$ cat config.mk
export PLATFORM = sky130hd
export DESIGN_NAME = serial_negate_ctrl
export DESIGN_NICKNAME = d
export VERILOG_FILES = /design/src/rtl/serial_negate_ctrl.sv
export SDC_FILE = /design/constraint.sdc
export NUM_CORES = 1
export LEC_CHECK = 0
export ABC_AREA = 0
export ABC_CLOCK_PERIOD_IN_PS = 2000
export CAP_MARGIN = 20
export CORE_MARGIN = 8
export CORE_UTILIZATION = 45
export DETAILED_ROUTE_END_ITERATION = 10
export PLACE_DENSITY = 0.82
export SYNTH_ARGS = -nofsm -noshare
export SYNTH_HDL_FRONTEND = slang
export SYNTH_SLANG_ARGS = --single-unit
$ cat constraint.sdc
create_clock -name clk -period 2 [get_ports clk]
set_input_delay 0.2 -clock clk [delete_from_list [all_inputs] [get_ports clk]]
set_output_delay 0.2 -clock clk [all_outputs]
set_load 0.005 [all_outputs]
$ cat src/rtl/serial_negate_ctrl.sv
// Bit-serial two's-complement negate/pass unit with valid/ready handshakes.
// One operand is in flight at a time: IDLE accepts, SHIFT runs WIDTH cycles LSB first, DONE holds the result.
module serial_negate_ctrl #(
    parameter int WIDTH = 8
) (
    input  logic             clk,
    input  logic             rst,
    input  logic             in_valid,
    output logic             in_ready,
    input  logic [WIDTH-1:0] in_data,
    input  logic             in_neg,
    output logic             out_valid,
    input  logic             out_ready,
    output logic [WIDTH-1:0] out_data,
    output logic             out_ovf,
    output logic             busy
);

    localparam int CW = $clog2(WIDTH);
    localparam logic [CW-1:0] LAST = CW'(WIDTH - 1);

    localparam logic [1:0] S_IDLE  = 2'd0;
    localparam logic [1:0] S_SHIFT = 2'd1;
    localparam logic [1:0] S_DONE  = 2'd2;

    logic [1:0]       state;
    logic [CW-1:0]    cnt;
    logic             seen_one;
    logic             neg;
    logic [WIDTH-1:0] sreg;
    logic [WIDTH-1:0] oreg;
    logic             ovf;
    logic             cur_bit;
    logic             res_bit;

    assign cur_bit = sreg[0];
    assign res_bit = (neg & seen_one) ? ~cur_bit : cur_bit;

    always_ff @(posedge clk) begin
        if (!rst) begin
            state    <= S_IDLE;
            cnt      <= '0;
            seen_one <= 1'b0;
            neg      <= 1'b0;
            sreg     <= '0;
            oreg     <= '0;
            ovf      <= 1'b0;
        end else begin
            case (state)
                S_IDLE: begin
                    if (in_valid) begin
                        sreg     <= in_data;
                        neg      <= in_neg;
                        cnt      <= '0;
                        seen_one <= 1'b0;
                        oreg     <= '0;
                        ovf      <= 1'b0;
                        state    <= S_SHIFT;
                    end
                end
                S_SHIFT: begin
                    sreg     <= sreg >> 1;
                    oreg     <= {res_bit, oreg[WIDTH-1:1]};
                    seen_one <= seen_one | cur_bit;
                    if (cnt == LAST) begin
                        // MSB set with no lower one seen means the operand is the most-negative value
                        ovf   <= neg & cur_bit & ~seen_one;
                        state <= S_DONE;
                    end else begin
                        cnt <= cnt + 1'b1;
                    end
                end
                S_DONE: begin
                    if (out_ready) begin
                        state <= S_IDLE;
                    end
                end
                default: state <= S_IDLE;
            endcase
        end
    end

    assign in_ready  = (state == S_IDLE);
    assign out_valid = (state == S_DONE);
    assign busy      = (state != S_IDLE);
    assign out_data  = (state == S_DONE) ? oreg : '0;
    assign out_ovf   = (state == S_DONE) & ovf;

endmodule
# After elaboration in Yosys (flattened, before gate mapping)
# Index checks and enable logic that the tools add are counted.
# totals
regBits,24
output_inout_bits,12
# op_classes
add_sub_neg,1
eq_ne,7
mux,17
n_bitwise,7
reduce_logical,8
# ops
operator,n
one-hot mux 8 bit (2 select lines),2
two-way mux 8 bit,3
AND reduction 3 bit,3
two-way mux 2 bit,3
two-way mux 3 bit,2
"!= test 2 bit, second input constant",3
one-hot mux 2 bit (3 select lines),1
one-hot mux 3 bit (2 select lines),1
AND 1 bit,4
one-hot mux 1 bit (2 select lines),2
AND reduction 2 bit,2
nonzero test 2 bit,2
"adder 3 x 1 -> 3 bit, second input constant",1
"equality test 3 bit, second input constant",1
two-way mux 1 bit,3
"equality test 2 x 1 -> 1 bit, second input constant",1
"equality test 2 bit, second input constant",1
logical NOT 2 bit,1
"!= test 2 x 1 -> 1 bit, second input constant",1
NOT 1 bit,2
OR 1 bit,1

# Depth between registers and ports, before layout
# depth
word_depth,4
ltp_mapped,5

# Worst setup path before layout
# OpenSTA, ideal clock, no wires.
# synth_path
path_type,reg-to-reg
from,reg cnt[0]
to,reg cnt[0]
setup_time_ps,72
arrival_ps,1209
required_ps,1928
slack_ps,720
stages_incl_launch_ff,6
period_less_slack_ps,1280
path_cell_list,dfxtp_1 -> ha_1 -> ha_1 -> nand2b_1 -> a21oi_4 -> mux2i_1
# synth_between
elab_chain_len,3
word_cells_on_any_way,6
cone_classes,add/sub: 1; eq/ne: 2; mux: 2; reduce/logical: 1
# synth_lines
item,line_no,source
start: declaration,27,logic [CW-1:0] cnt;
start signal: assignment,70,cnt <= cnt + 1'b1;
adder 3 x 1 -> 3 bit or equality test 3 bit (tied branches),"70, 65",
two-way mux 3 bit or != test 2 bit (tied branches),--,
one-hot mux 3 bit (2 select lines) or AND reduction 3 bit (tied branches),--,
# Parallel ways exist; a longest one is shown, timed or not. The select of a mux whose other input is x is not followed.
# A chain may end at the register's enable or synchronous reset.

# Final worst setup path
# layout_path
from,reg state[0]
to,out out_data[3]
# layout_between
elab_chain_len,2
# layout_lines
item,line_no,source
start: declaration,26,logic [1:0] state;
start signal: assignment,41,state <= S_IDLE;
start signal: assignment,58,state <= S_SHIFT;
start signal: assignment,68,state <= S_DONE;
equality test 2 bit,86,assign out_data = (state == S_DONE) ? oreg : '0;
two-way mux 8 bit,86,
end: declaration,14,"output logic [WIDTH-1:0] out_data,"
# Every way passes these cells.

==> summary.md <==
| Metric | Value |
|---|---|
| Nets | 169 |
| Core Region | 2450 µm² |
| Main area contributors after synthesis | dfxtp_1 42%, a21oi_1 6.5%, nor2b_1 6.5% |
| Area share of the leading cell type in the synthesized netlist | 41.8% |
| CTS tree | yes |
| Final Skew | 0.000784 ns |
| GR Util All Layers | 11.7% |
| DRT iter0 DRCs | 24 |
| Fin crit share | 93.3% |
| Power Total | 999 µW |
| Pre-CTS setup slack | 0.464 ns |
| Hold Crit Class | input port to register |
| Internal power | 770 µW |
| Setup-failing EPs final | 0 |
| Worst-Margin Slew | 0.415 ns |
| Leak Pwr | 0.564 nW |
| Clk_lat worst skew | 0.32 ns |
| Most Crowded Layer GR | met2 |
| Sw frac | 22.9% |
| Clk root buf | clkbuf_4 |
| Port Buffers | 24 |
| Cell area after layout | 1450 µm² |
| Detailed Routing Iterations Pass 1 | 4 |
| PD cells | 689 nW/µm² |
| NetSw | 228 µW |
| Met2 Use GR | 22.0% |
| Outcome | finished, final reports clean |
| Vias/cell | 5.22 |
| Worst r2r path cells | 5 |
| Number of remaining DRC errors | 0 |
| CP max stage delay | 0.51 ns |
| WL/cell | 13.4 µm |
| Cell taking the most area after synthesis | dfxtp_1 |
| # hold bufs at CTS | 0 |
| I/O Pins | 25 |
| Final hold viol count | 0 |
| WL final | 2450 µm |
| CP Capture Type | output pin |
| Worst hold endpoint | sreg[4] |
| CTS Buffer Depth | 2 |
| CTS Buf Count | 3 |
| Warnings from Yosys | 0 |
| Synth Area per Inst | 8.84 µm² |
| Maximum clock frequency | 0.536 GHz |
| Worst Setup Path Type | register to output pin |
| Cell Rows | 18 |
| Tmin final | 1.87 ns |
| GRT met3 Usage | 2.18% |
| Routability cong. | 0.701 |
| Register share of total power | 51.2% |
| Initial antenna violation count | 0 |
| Startpoint Class | register |
| Htree depth | 1 |
| Post-CTS resize count | 0 |
| Max-slew headroom | 72.2% |
| Clk network pwr share | 35.0% |
| Worst R2R End | cnt[0] |
| Cell Area, Synth | 1150 µm² |
| Req. time, crit path | 1.80 ns |
| Syn nets | 145 |
| First-pass GRT wire length | 4150 µm |
| Met1 Resource Use GR | 12.1% |
| WHS Path Cells | 3 |
| Synth-to-layout area growth | 26.3% |
| Hold path start | in_data[4] |
| Combinational Power Share | 13.7% |
| Fraction of layout cells with a size suffix above 1 | 7.84% |
| Seq/Total Area, Yosys | 41.8% |
| Fin worst setup slack | 0.133 ns |
| Vias in the first global route | 983 |
| Die area | 4420 µm² |
| FF-to-FF setup slack | 0.59 ns |
| Die height | 66.5 µm |
| Die W | 66.5 µm |
| Cells after Synth | 130 |
| Worst-path maximum fanout | 11 |
| Ant. Diodes | 0 |
| Post-CTS Setup Bufs | 0 |
| RR Startpoint | cnt[0] |
| Max Cap Viol | 0 |
| Yosys cell types | 29 |
| Crit path max-delay cell type | clkdlybuf4s50_1 |
| Peak supply drop | 662 µV |
| Final Max Slew Viols | 0 |
| Critical path, cell by cell | and2b_1, and2_1, clkdlybuf4s50_1 |
| Total number of vias | 956 |
| Placed Area | 1400 µm² |
| Clock sink total | 24 |
| Filler Cell Count | 228 |
| Dpl hpwl | 1770 µm |
| GRT Residual Overflow | 0 |
| Unrepaired setup endpoints after global routing | no |
| Clock-pin slew on the worst setup and hold paths | 0.13 ns |
| Largest net degree at the start of global routing | 30 |
| Sum Neg Setup Slack | 0 ns |
| Starting Density | 46.8% |
| Synthesized flop and latch total | 24 |
| Number of routed nets with antenna violations | 0 |
| CP Data Arrival Time | 1.67 ns |
## state kept, by name, summed over array words and instances (netlist names)
register and cells:
seen_one 1, sreg 8, oreg 8, cnt 3, state 2, ovf 1
neg 1
## power groups by stage
stage | clock network [mW] | registers, mW | logic, mW
3_5_place_dp | 0 | 0.522 | 0.137
4_1_cts | 0.357 | 0.511 | 0.138
2_1_floorplan | 0 | 0.518 | 0.0935
6_report | 0.350 | 0.512 | 0.137
3_3_place_gp | 0 | 0.520 | 0.133
5_1_grt | 0.372 | 0.514 | 0.151
## cell usage after synthesis, drive strengths merged
master and instances:
a21boi 1, a21oi 16, a22o 1, a22oi 7, and2 11, and2b 1
buf 7, clkbuf 2, dfxtp 24, ha 2, inv 2, mux2i 5
nand2 14, nand2b 3, nand3 3, nand3b 1, nand4 1, nor2 2
nor2b 12, nor3b 1, o21a 1, o21ai 10, o21ba 1, o21bai 1
xor2 1
## worst max-delay path, delay by kind of cell, from the launching register on
| family | cells | cell delay, ns |
|---|---|---|
| DFF | 1 | 0.33 |
| and+or+nand+nor | 2 | 0.51 |
| buffers and inverters | 1 | 0.51 |
## worst max path at each step
| stage | startpoint | end | slack (ns) | cells past startpoint |
|---|---|---|---|---|
| 2_1_floorplan | cnt[0] | cnt[0] | 0.72 | 5 |
| 3_3_place_gp | in_valid | sreg[7] | 0.52 | 4 |
| 3_5_place_dp | state[0] | out_data[3] | 0.46 | 3 |
| 4_1_cts | state[0] | out_data[3] | 0.09 | 3 |
| 5_1_grt | state[0] | out_data[3] | 0.01 | 3 |
| 6_report | state[0] | out_data[3] | 0.13 | 3 |
## logic make-up (layout without fill, tap and decap cells)
family / after synthesis / count (layout) / synth area share [%]
XOR/XNOR: 1 / 1 / 0.763
flip-flops: 24 / 24 / 41.8
multiplexers: 5 / 5 / 4.36
AO/OA/AOI/OAI: 38 / 38 / 21.5
AND/OR/NAND/NOR: 49 / 49 / 23.6
adder cells (fa/ha/maj): 2 / 2 / 2.18
buffers and inverters: 11 / 34 / 5.77
## layout make-up
class	count	area, µm²	share of cell area [%]
multi-input combinational	95	602	41.5
tap	30	37.5	2.59
timing repair buffer	28	270	18.6
inverter	2	7.51	0.518
clock inverter	1	30.0	2.07
clock buffer	3	22.5	1.55
sequential	24	480	33.1
## through the flow
step,cells,hold WS [ns],utilization (%)
after global placement,179,0.446,56.9
after global routing,183,0.422,59.1
after detailed placement,179,0.456,56.9
final,183,0.408,59.1
after floorplan,130,0.334,-
after CTS,183,0.402,59.1
## cells in the final DEF (no fill, tap or decap), types with 4 or more instances in the layout
cell,Yosys,layout
a21oi_1,15,15
a22oi_1,7,7
and2_1,11,11
buf_4,4,4
clkdlybuf4s50_1,0,24
dfxtp_1,24,24
mux2i_1,5,5
nand2_1,14,14
nor2b_1,12,12
o21ai_0,9,9
## layer usage
layer  up-vias  wire, µm
li1        488         -
met1       446      1030
met2        17      1270
met3         5        96
met4         0        48
met5         -         0
Note: power is estimated with default switching activity, not from simulation.
